<file path="src/rtl/pc_sequencer_pkg.sv">
// Shared types and constants for the program-counter sequencer.
// Channel indices follow the suggested redirect map; lower index wins.
package pc_sequencer_pkg;

  typedef enum logic {
    ST_RUN    = 1'b0,
    ST_HALTED = 1'b1
  } seq_state_e;

  localparam int REDIR_JALR   = 0;
  localparam int REDIR_JUMP   = 1;
  localparam int REDIR_BRANCH = 2;
  localparam int REDIR_EXC    = 3;

  function automatic int idx_width(input int n);
    return (n > 1) ? $clog2(n) : 1;
  endfunction

endpackage

</file>
<file path="src/rtl/pc_sequencer_prio_enc.sv">
// Fixed-priority encoder over redirect requests: lowest set index wins and
// its slice of the packed target bus is returned.
module redir_prio_enc #(
  parameter int NREQ  = 4,
  parameter int NBITS = 32,
  parameter int IW    = 2
) (
  input  logic [NREQ-1:0]       req,
  input  logic [NREQ*NBITS-1:0] data,
  output logic                  hit,
  output logic [IW-1:0]         idx,
  output logic [NBITS-1:0]      sel
);

  // Walk from the top down so the lowest requesting index is written last.
  always_comb begin
    hit = 1'b0;
    idx = '0;
    sel = '0;
    for (int k = NREQ - 1; k >= 0; k--) begin
      if (req[k]) begin
        hit = 1'b1;
        idx = IW'(k);
        sel = data[k*NBITS +: NBITS];
      end
    end
  end

endmodule

</file>
<file path="src/rtl/pc_sequencer.sv">
// Registered PC unit: redirect priority, stall hold, pending-redirect capture
// and a RUN/HALTED debug state machine.
//
//   state     | meaning
//   ----------+---------------------------------------------------------
//   ST_RUN    | PC advances or redirects whenever i_stall is low
//   ST_HALTED | PC frozen; redirects are captured into pending
module pc_sequencer
  import pc_sequencer_pkg::*;
#(
  parameter int               NBITS       = 32,
  parameter int               NREDIR      = 4,
  parameter logic [NBITS-1:0] RESET_PC    = '0,
  parameter int               INSTR_BYTES = 4
) (
  input  logic                    i_clk,
  input  logic                    i_reset,
  input  logic [NREDIR-1:0]       i_redir_valid,
  input  logic [NREDIR*NBITS-1:0] i_redir_target,
  input  logic                    i_stall,
  input  logic                    i_halt,
  input  logic                    i_resume,
  output logic [NBITS-1:0]        o_pc,
  output logic [NBITS-1:0]        o_pc_plus4,
  output logic                    o_pc_valid,
  output logic                    o_redirect_taken,
  output logic                    o_pending,
  output logic                    o_halted
);

  localparam int IW = idx_width(NREDIR);

  seq_state_e       state, state_next;
  logic [NBITS-1:0] pc, pc_next;
  logic             taken, taken_next;
  logic             pend_valid, pend_valid_next;
  logic [IW-1:0]    pend_idx, pend_idx_next;
  logic [NBITS-1:0] pend_tgt, pend_tgt_next;

  logic             live_hit;
  logic [IW-1:0]    live_idx;
  logic [NBITS-1:0] live_tgt;
  logic [NREDIR-1:0] cap_req;
  logic             cap_hit;
  logic [IW-1:0]    cap_idx;
  logic [NBITS-1:0] cap_tgt;
  logic             advance;

  redir_prio_enc #(.NREQ(NREDIR), .NBITS(NBITS), .IW(IW)) u_live_enc (
    .req  (i_redir_valid),
    .data (i_redir_target),
    .hit  (live_hit),
    .idx  (live_idx),
    .sel  (live_tgt)
  );

  // Only channels that outrank the stored one may replace a held redirect;
  // with nothing held every channel is eligible.
  always_comb begin
    cap_req = '0;
    for (int k = 0; k < NREDIR; k++) begin
      cap_req[k] = i_redir_valid[k] && (!pend_valid || (k < int'(pend_idx)));
    end
  end

  redir_prio_enc #(.NREQ(NREDIR), .NBITS(NBITS), .IW(IW)) u_cap_enc (
    .req  (cap_req),
    .data (i_redir_target),
    .hit  (cap_hit),
    .idx  (cap_idx),
    .sel  (cap_tgt)
  );

  assign advance = (state == ST_RUN) && !i_stall;

  always_comb begin
    state_next      = state;
    pc_next         = pc;
    taken_next      = 1'b0;
    pend_valid_next = pend_valid;
    pend_idx_next   = pend_idx;
    pend_tgt_next   = pend_tgt;

    if (advance) begin
      if (live_hit) begin
        pc_next         = live_tgt;
        taken_next      = 1'b1;
        pend_valid_next = 1'b0;
      end else if (pend_valid) begin
        pc_next         = pend_tgt;
        taken_next      = 1'b1;
        pend_valid_next = 1'b0;
      end else begin
        pc_next = pc + NBITS'(INSTR_BYTES);
      end
    end else if (cap_hit) begin
      pend_valid_next = 1'b1;
      pend_idx_next   = cap_idx;
      pend_tgt_next   = cap_tgt;
    end

    case (state)
      ST_RUN:    if (i_halt) state_next = ST_HALTED;
      ST_HALTED: if (i_resume && !i_halt) state_next = ST_RUN;
      default:   state_next = ST_RUN;
    endcase
  end

  always_ff @(posedge i_clk) begin
    if (i_reset) begin
      state      <= ST_RUN;
      pc         <= RESET_PC;
      taken      <= 1'b0;
      pend_valid <= 1'b0;
      pend_idx   <= '0;
      pend_tgt   <= '0;
    end else begin
      state      <= state_next;
      pc         <= pc_next;
      taken      <= taken_next;
      pend_valid <= pend_valid_next;
      pend_idx   <= pend_idx_next;
      pend_tgt   <= pend_tgt_next;
    end
  end

  assign o_pc             = pc;
  assign o_pc_plus4       = pc + NBITS'(INSTR_BYTES);
  assign o_pc_valid       = advance;
  assign o_redirect_taken = taken;
  assign o_pending        = pend_valid;
  assign o_halted         = (state == ST_HALTED);

endmodule

</file>
<file path="config.mk">
export PLATFORM = sky130hd
export DESIGN_NAME = pc_sequencer
export DESIGN_NICKNAME = d
export VERILOG_FILES = /design/src/rtl/pc_sequencer_pkg.sv /design/src/rtl/pc_sequencer_prio_enc.sv /design/src/rtl/pc_sequencer.sv
export SDC_FILE = /design/constraint.sdc
export NUM_CORES = 1
export LEC_CHECK = 0
export ABC_AREA = 1
export CAP_MARGIN = 20
export CORE_ASPECT_RATIO = 1.75
export CORE_MARGIN = 8
export CORE_UTILIZATION = 45
export CTS_BUF_LIST = sky130_fd_sc_hd__clkbuf_2
export CTS_CLUSTER_SIZE = 16
export DETAILED_ROUTE_END_ITERATION = 6
export DONT_BUFFER_PORTS = 1
export GPL_ROUTABILITY_DRIVEN = 0
export PLACE_DENSITY = 0.68
export SETUP_SLACK_MARGIN = 0.02
export SYNTH_ARGS = -nofsm -noshare
export SYNTH_HDL_FRONTEND = slang
export SYNTH_HIERARCHICAL = 1
export SYNTH_SLANG_ARGS = --single-unit
</file>
<file path="constraint.sdc">
create_clock -name i_clk -period 3.99 [get_ports i_clk]
set_input_delay 0.5985 -clock i_clk [delete_from_list [all_inputs] [get_ports i_clk]]
set_output_delay 0.5985 -clock i_clk [all_outputs]
set_load 0.02 [all_outputs]
</file>
# [Word level (Yosys, flattened, before mapping)]
# Cells that the tools add are included.
[totals] reg_bits=69 latch_bits=0 ramBits=0 mem_bits_ro=0 input_bits=137 output_inout_bits=68 word_cells=54 memories=0
[classes] addsub=1 mul=0 div_mod_pow=0 order_cmp=3 eq_ne=0 shift=0 muxes=27 bitwise_logic=2 n_reduce_logical=15
[op_table] op="$mux W32" count=10
[op_table] op="$add A32 B3 Y32 const B" count=1
[op_table] op="$mux W1" count=12
[op_table] op="$mux W2" count=4
[op_table] op="$logic_and A1 B1 Y1" count=6
[op_table] op="$lt A1 B2 Y1 const A" count=2
[op_table] op="$reduce_or A2 Y1" count=2
[op_table] op="$logic_not A1 Y1" count=3
[op_table] op="$logic_or A1 B1 Y1" count=3
[op_table] op="$lt A2 B2 Y1 const A" count=1
[op_table] op="$not A1 Y1" count=2
[op_table] op="$pmux W1 S2" count=1
[op_table] op="$reduce_and A2 Y1" count=1

# [Longest topological paths before layout]
[logic_depth] word_depth=7 ltp_mapped=14 mapped_depth_nobuf=12

# [Hierarchy]
# Netlist, hierarchy kept.
[by_module_without_submodules] module="pc_sequencer" instances=1 cells_each=642 area_each_um2=3978.8 seq_area_each_um2=1381.3
[by_module_without_submodules] module="redir_prio_enc" instances=2 cells_each=289 area_each_um2=1430.1 seq_area_each_um2=0.0

# [Worst setup path after synthesis]
# Ideal clock, no wire load.
[synth_timing] path_kind="reg-to-reg" start="reg pend_valid, in the netlist o_pending" end="reg pend_tgt[1]" setup_ns=0.116 arrival_ns=2.169 t_required_ns=3.874 slack_ns=1.705 path_stages_with_launch=14 path_buffers=3 synth_period_minus_slack_ns=2.285 path_cell_list="dfxtp_1 > clkinv_1 > clkbuf_1 > nor2_1 > a21boi_0 > clkbuf_4 > nor2_1 > nand2_1 > inv_1 > nor2_1 > inv_2 > buf_2 > nor2_1 > nor2_1"
[synth_between] elab_cells_between_ends=17 cone_classes="mux (8); reduce/logical (9)"
[synth_lines] item="from (decl)" line_no="pc_sequencer.sv:36" text="logic pend_valid, pend_valid_next;"
[synth_lines] item="from (signal assigned)" line_no="pc_sequencer.sv:121" text="pend_valid <= pend_valid_next;"
[synth_lines] item="$logic_not A1 Y1" line_no="pc_sequencer.sv:62" text="cap_req[k] = i_redir_valid[k] && (!pend_valid || (k < int'(pend_idx)));"
[synth_lines] item="$logic_or A1 B1 Y1" line_no="pc_sequencer.sv:62"
[synth_lines] item="$logic_and A1 B1 Y1" line_no="pc_sequencer.sv:62"
[synth_lines] item="via cap_req[0]" line_no="pc_sequencer.sv:43" text="logic [NREDIR-1:0] cap_req;"
[synth_lines] item="$mux W1" line_no="pc_sequencer_prio_enc.sv:21" text="if (req[k]) begin"
[synth_lines] item="via cap_hit" line_no="pc_sequencer.sv:44" text="logic cap_hit;"
[synth_lines] item="$reduce_and A2 Y1 (no line)"
[synth_lines] item="to (signal assigned)" line_no="pc_sequencer.sv:123" text="pend_tgt <= pend_tgt_next;"
[synth_lines] item="to (decl)" line_no="pc_sequencer.sv:38" text="logic [NBITS-1:0] pend_tgt, pend_tgt_next;"
# The timed path passes the listed nets, and every way through them passes these cells.
# A chain may end at the register's enable or synchronous reset.

# [Worst setup path after layout]
[layout_timing] start="reg pc[3], in the netlist o_pc[3]" end="out o_pc_plus4[24]"
[layout_between] elab_chain_len=1
[layout_rtl] item="from (decl)" line_no="pc_sequencer.sv:34" text="logic [NBITS-1:0] pc, pc_next;"
[layout_rtl] item="from (signal assigned)" line_no="pc_sequencer.sv:119" text="pc <= pc_next;"
[layout_rtl] item="$add A32 B3 Y32" line_no="pc_sequencer.sv:128" text="assign o_pc_plus4 = pc + NBITS'(INSTR_BYTES);"
[layout_rtl] item="to (decl)" line_no="pc_sequencer.sv:24" text="output logic [NBITS-1:0] o_pc_plus4,"
# Every way passes these cells.

==> metrics.txt <==
CTS resizes 0; Hold Violations, Final 0; fmax between 300 and 400 MHz; Remaining DRCs 0; Logic pwr share about a third; Total Routed Length 23300 microns; CTS max path bufs 2; Slew HR 50.7%; clock skew approximately 0.04 ns; clk sinks between 60 and 70; Core Region roughly 15000 sq um; register share of total power a little under half; fillers roughly 1700; die area 19500 sq um; power density over the cells between 200 and 300 nW/um^2; crit start category flop; router iterations before antenna repair 5; Cell Int Power roughly 0.0011 W; Sw Ratio approximately two fifths; synthesized net count approximately 1400; initial antenna violation count 1; crit end category primary output; worst hold path stage count 1; critical path fanouts, max 5; largest net degree at the start of global routing between 60 and 70; Clk pwr share 20.3%; crit path kind reg -> out; drt initial violations roughly 570; hpwl dp 18100 microns; Yosys Warn Count 6; Net Switching around 0.00076 W; first-pass GRT wire length approximately 36000 microns; total gr overflow 0; via count 7138; port buffer count 0; CTS Buf Count 9; status complete, no violations; Period minus WS final 2.87 ns; final setup vio count 0; Req. time, crit path around 3.4 ns; Starting Density 46.0%; unrepaired setup endpoints after global routing no; Die X 109 microns; Chip Height approximately 180 microns; Final ANT Viol Nets 0; Final Power 0.00185 W; gr usage total between 20% and 30%; Setup TNS Final 0 ns; postcts setup bufs 0; Slew Viols, Final 0; share of layout cells above drive strength 1 10.6%; DR vias/cell approximately 5.3; Post-Syn Area per Cell about 5.6 sq um; Arr. time, crit path approximately 2.3 ns; total of max-cap violations 0; Lkg Pwr about 3.2 nW; clk slew on worst S/H paths about 0.21 ns; Max VDD drop about 0.12 mV; post-synthesis cell count 1217; IO Count 205; R2R depth 10; # nets final roughly 1300; number of global-route vias before repair ~6600; H-tree level count 3; hold buffer count at CTS 0; WL per Instance 17.3 microns; synth-to-layout area growth -2.47%; HP Class in -> reg; mapped cell area around 7000 sq um; CTS tree done; CTS root buffer clkbuf_2; Worst-Margin Slew 0.734 ns; row count just under 60; worst-skew pair later-pin latency 0.52 ns; Tcrit/Tclk final 71.9%
[flip-flops by register name, summed over array words and instances, names as in the netlist]
signal / flops
o_redirect_taken: 1
pend_idx: 2
pend_tgt: 32
o_halted: 1
o_pending: 1
o_pc: 32
[path summary, 6_finish.rpt]
path | from | endpoint | slack, ns
worst max-delay path | o_pc[3] | o_pc_plus4[24] | 1.12
worst min-delay path | i_reset | o_halted | 0.11
worst max register to register | o_pending | pend_tgt[8] | 1.70
worst min register to register | pend_tgt[31] | pend_tgt[31] | 0.47
[stage by stage]
step	instance area (sq um)	std cells	setup WS (ns)	hold slack, ns	util (%)
floorplan	6830	1217	1.71	0.429	-
global placement	6550	1335	1.67	0.446	44.2
detailed placement	6550	1335	1.65	0.447	44.2
CTS	6650	1351	1.04	0.0540	44.8
global route	6660	1352	0.951	0.0534	44.9
finish	6660	1352	1.12	0.111	44.9
[placed cells by master, fill, tap and decap left out, types with 9 or more instances in the layout]
cell type / n
nor2_1: 228
clkbuf_2: 9
dfxtp_1: 69
nand2_1: 480
o21ai_0: 58
nand3_2: 18
a21oi_1: 80
buf_4: 13
nor2_2: 46
nand3_1: 71
inv_1: 31
[final cells by class]
type / count / area [sq um] / share of cell area [%]
tap: 183 / 229 / 3.44
antenna: 1 / 2.50 / 0.0376
multi-input combinational: 1028 / 4660 / 70.0
sequential: 69 / 1380 / 20.8
timing repair buffer: 13 / 97.6 / 1.47
clock buffer: 9 / 45.0 / 0.677
clock inverter: 7 / 56.3 / 0.846
inverter: 42 / 183 / 2.74
[layer usage]
| layer | GRT usage [%] | wire length [microns] | vias up |
|---|---|---|---|
| met5 | 0 | 0 | - |
| met4 | 10.5 | 869 | 0 |
| met3 | 5.44 | 2040 | 39 |
| met2 | 39.4 | 11300 | 288 |
| met1 | 28.0 | 9140 | 3125 |
| li1 | - | - | 3686 |
[worst max-delay path: stages, from the launching register on]
cell     delay (ns)
dfxtp_1        0.57
ha_1           0.26
nand2_2        0.11
nor2_8         0.18
nand2_4        0.10
nor2_4         0.19
nand3_1        0.12
nand2_1        0.22
[power groups by stage]
stage,Clock [W],Combinational (W),Sequential [W]
finish,0.000376,0.000624,0.000850
CTS,0.000389,0.000620,0.000851
global route,0.000411,0.000708,0.000861
global placement,0,0.000611,0.000864
floorplan,0,0.000566,0.000844
detailed placement,0,0.000616,0.000866
Note: power is estimated with default switching activity, not from simulation.
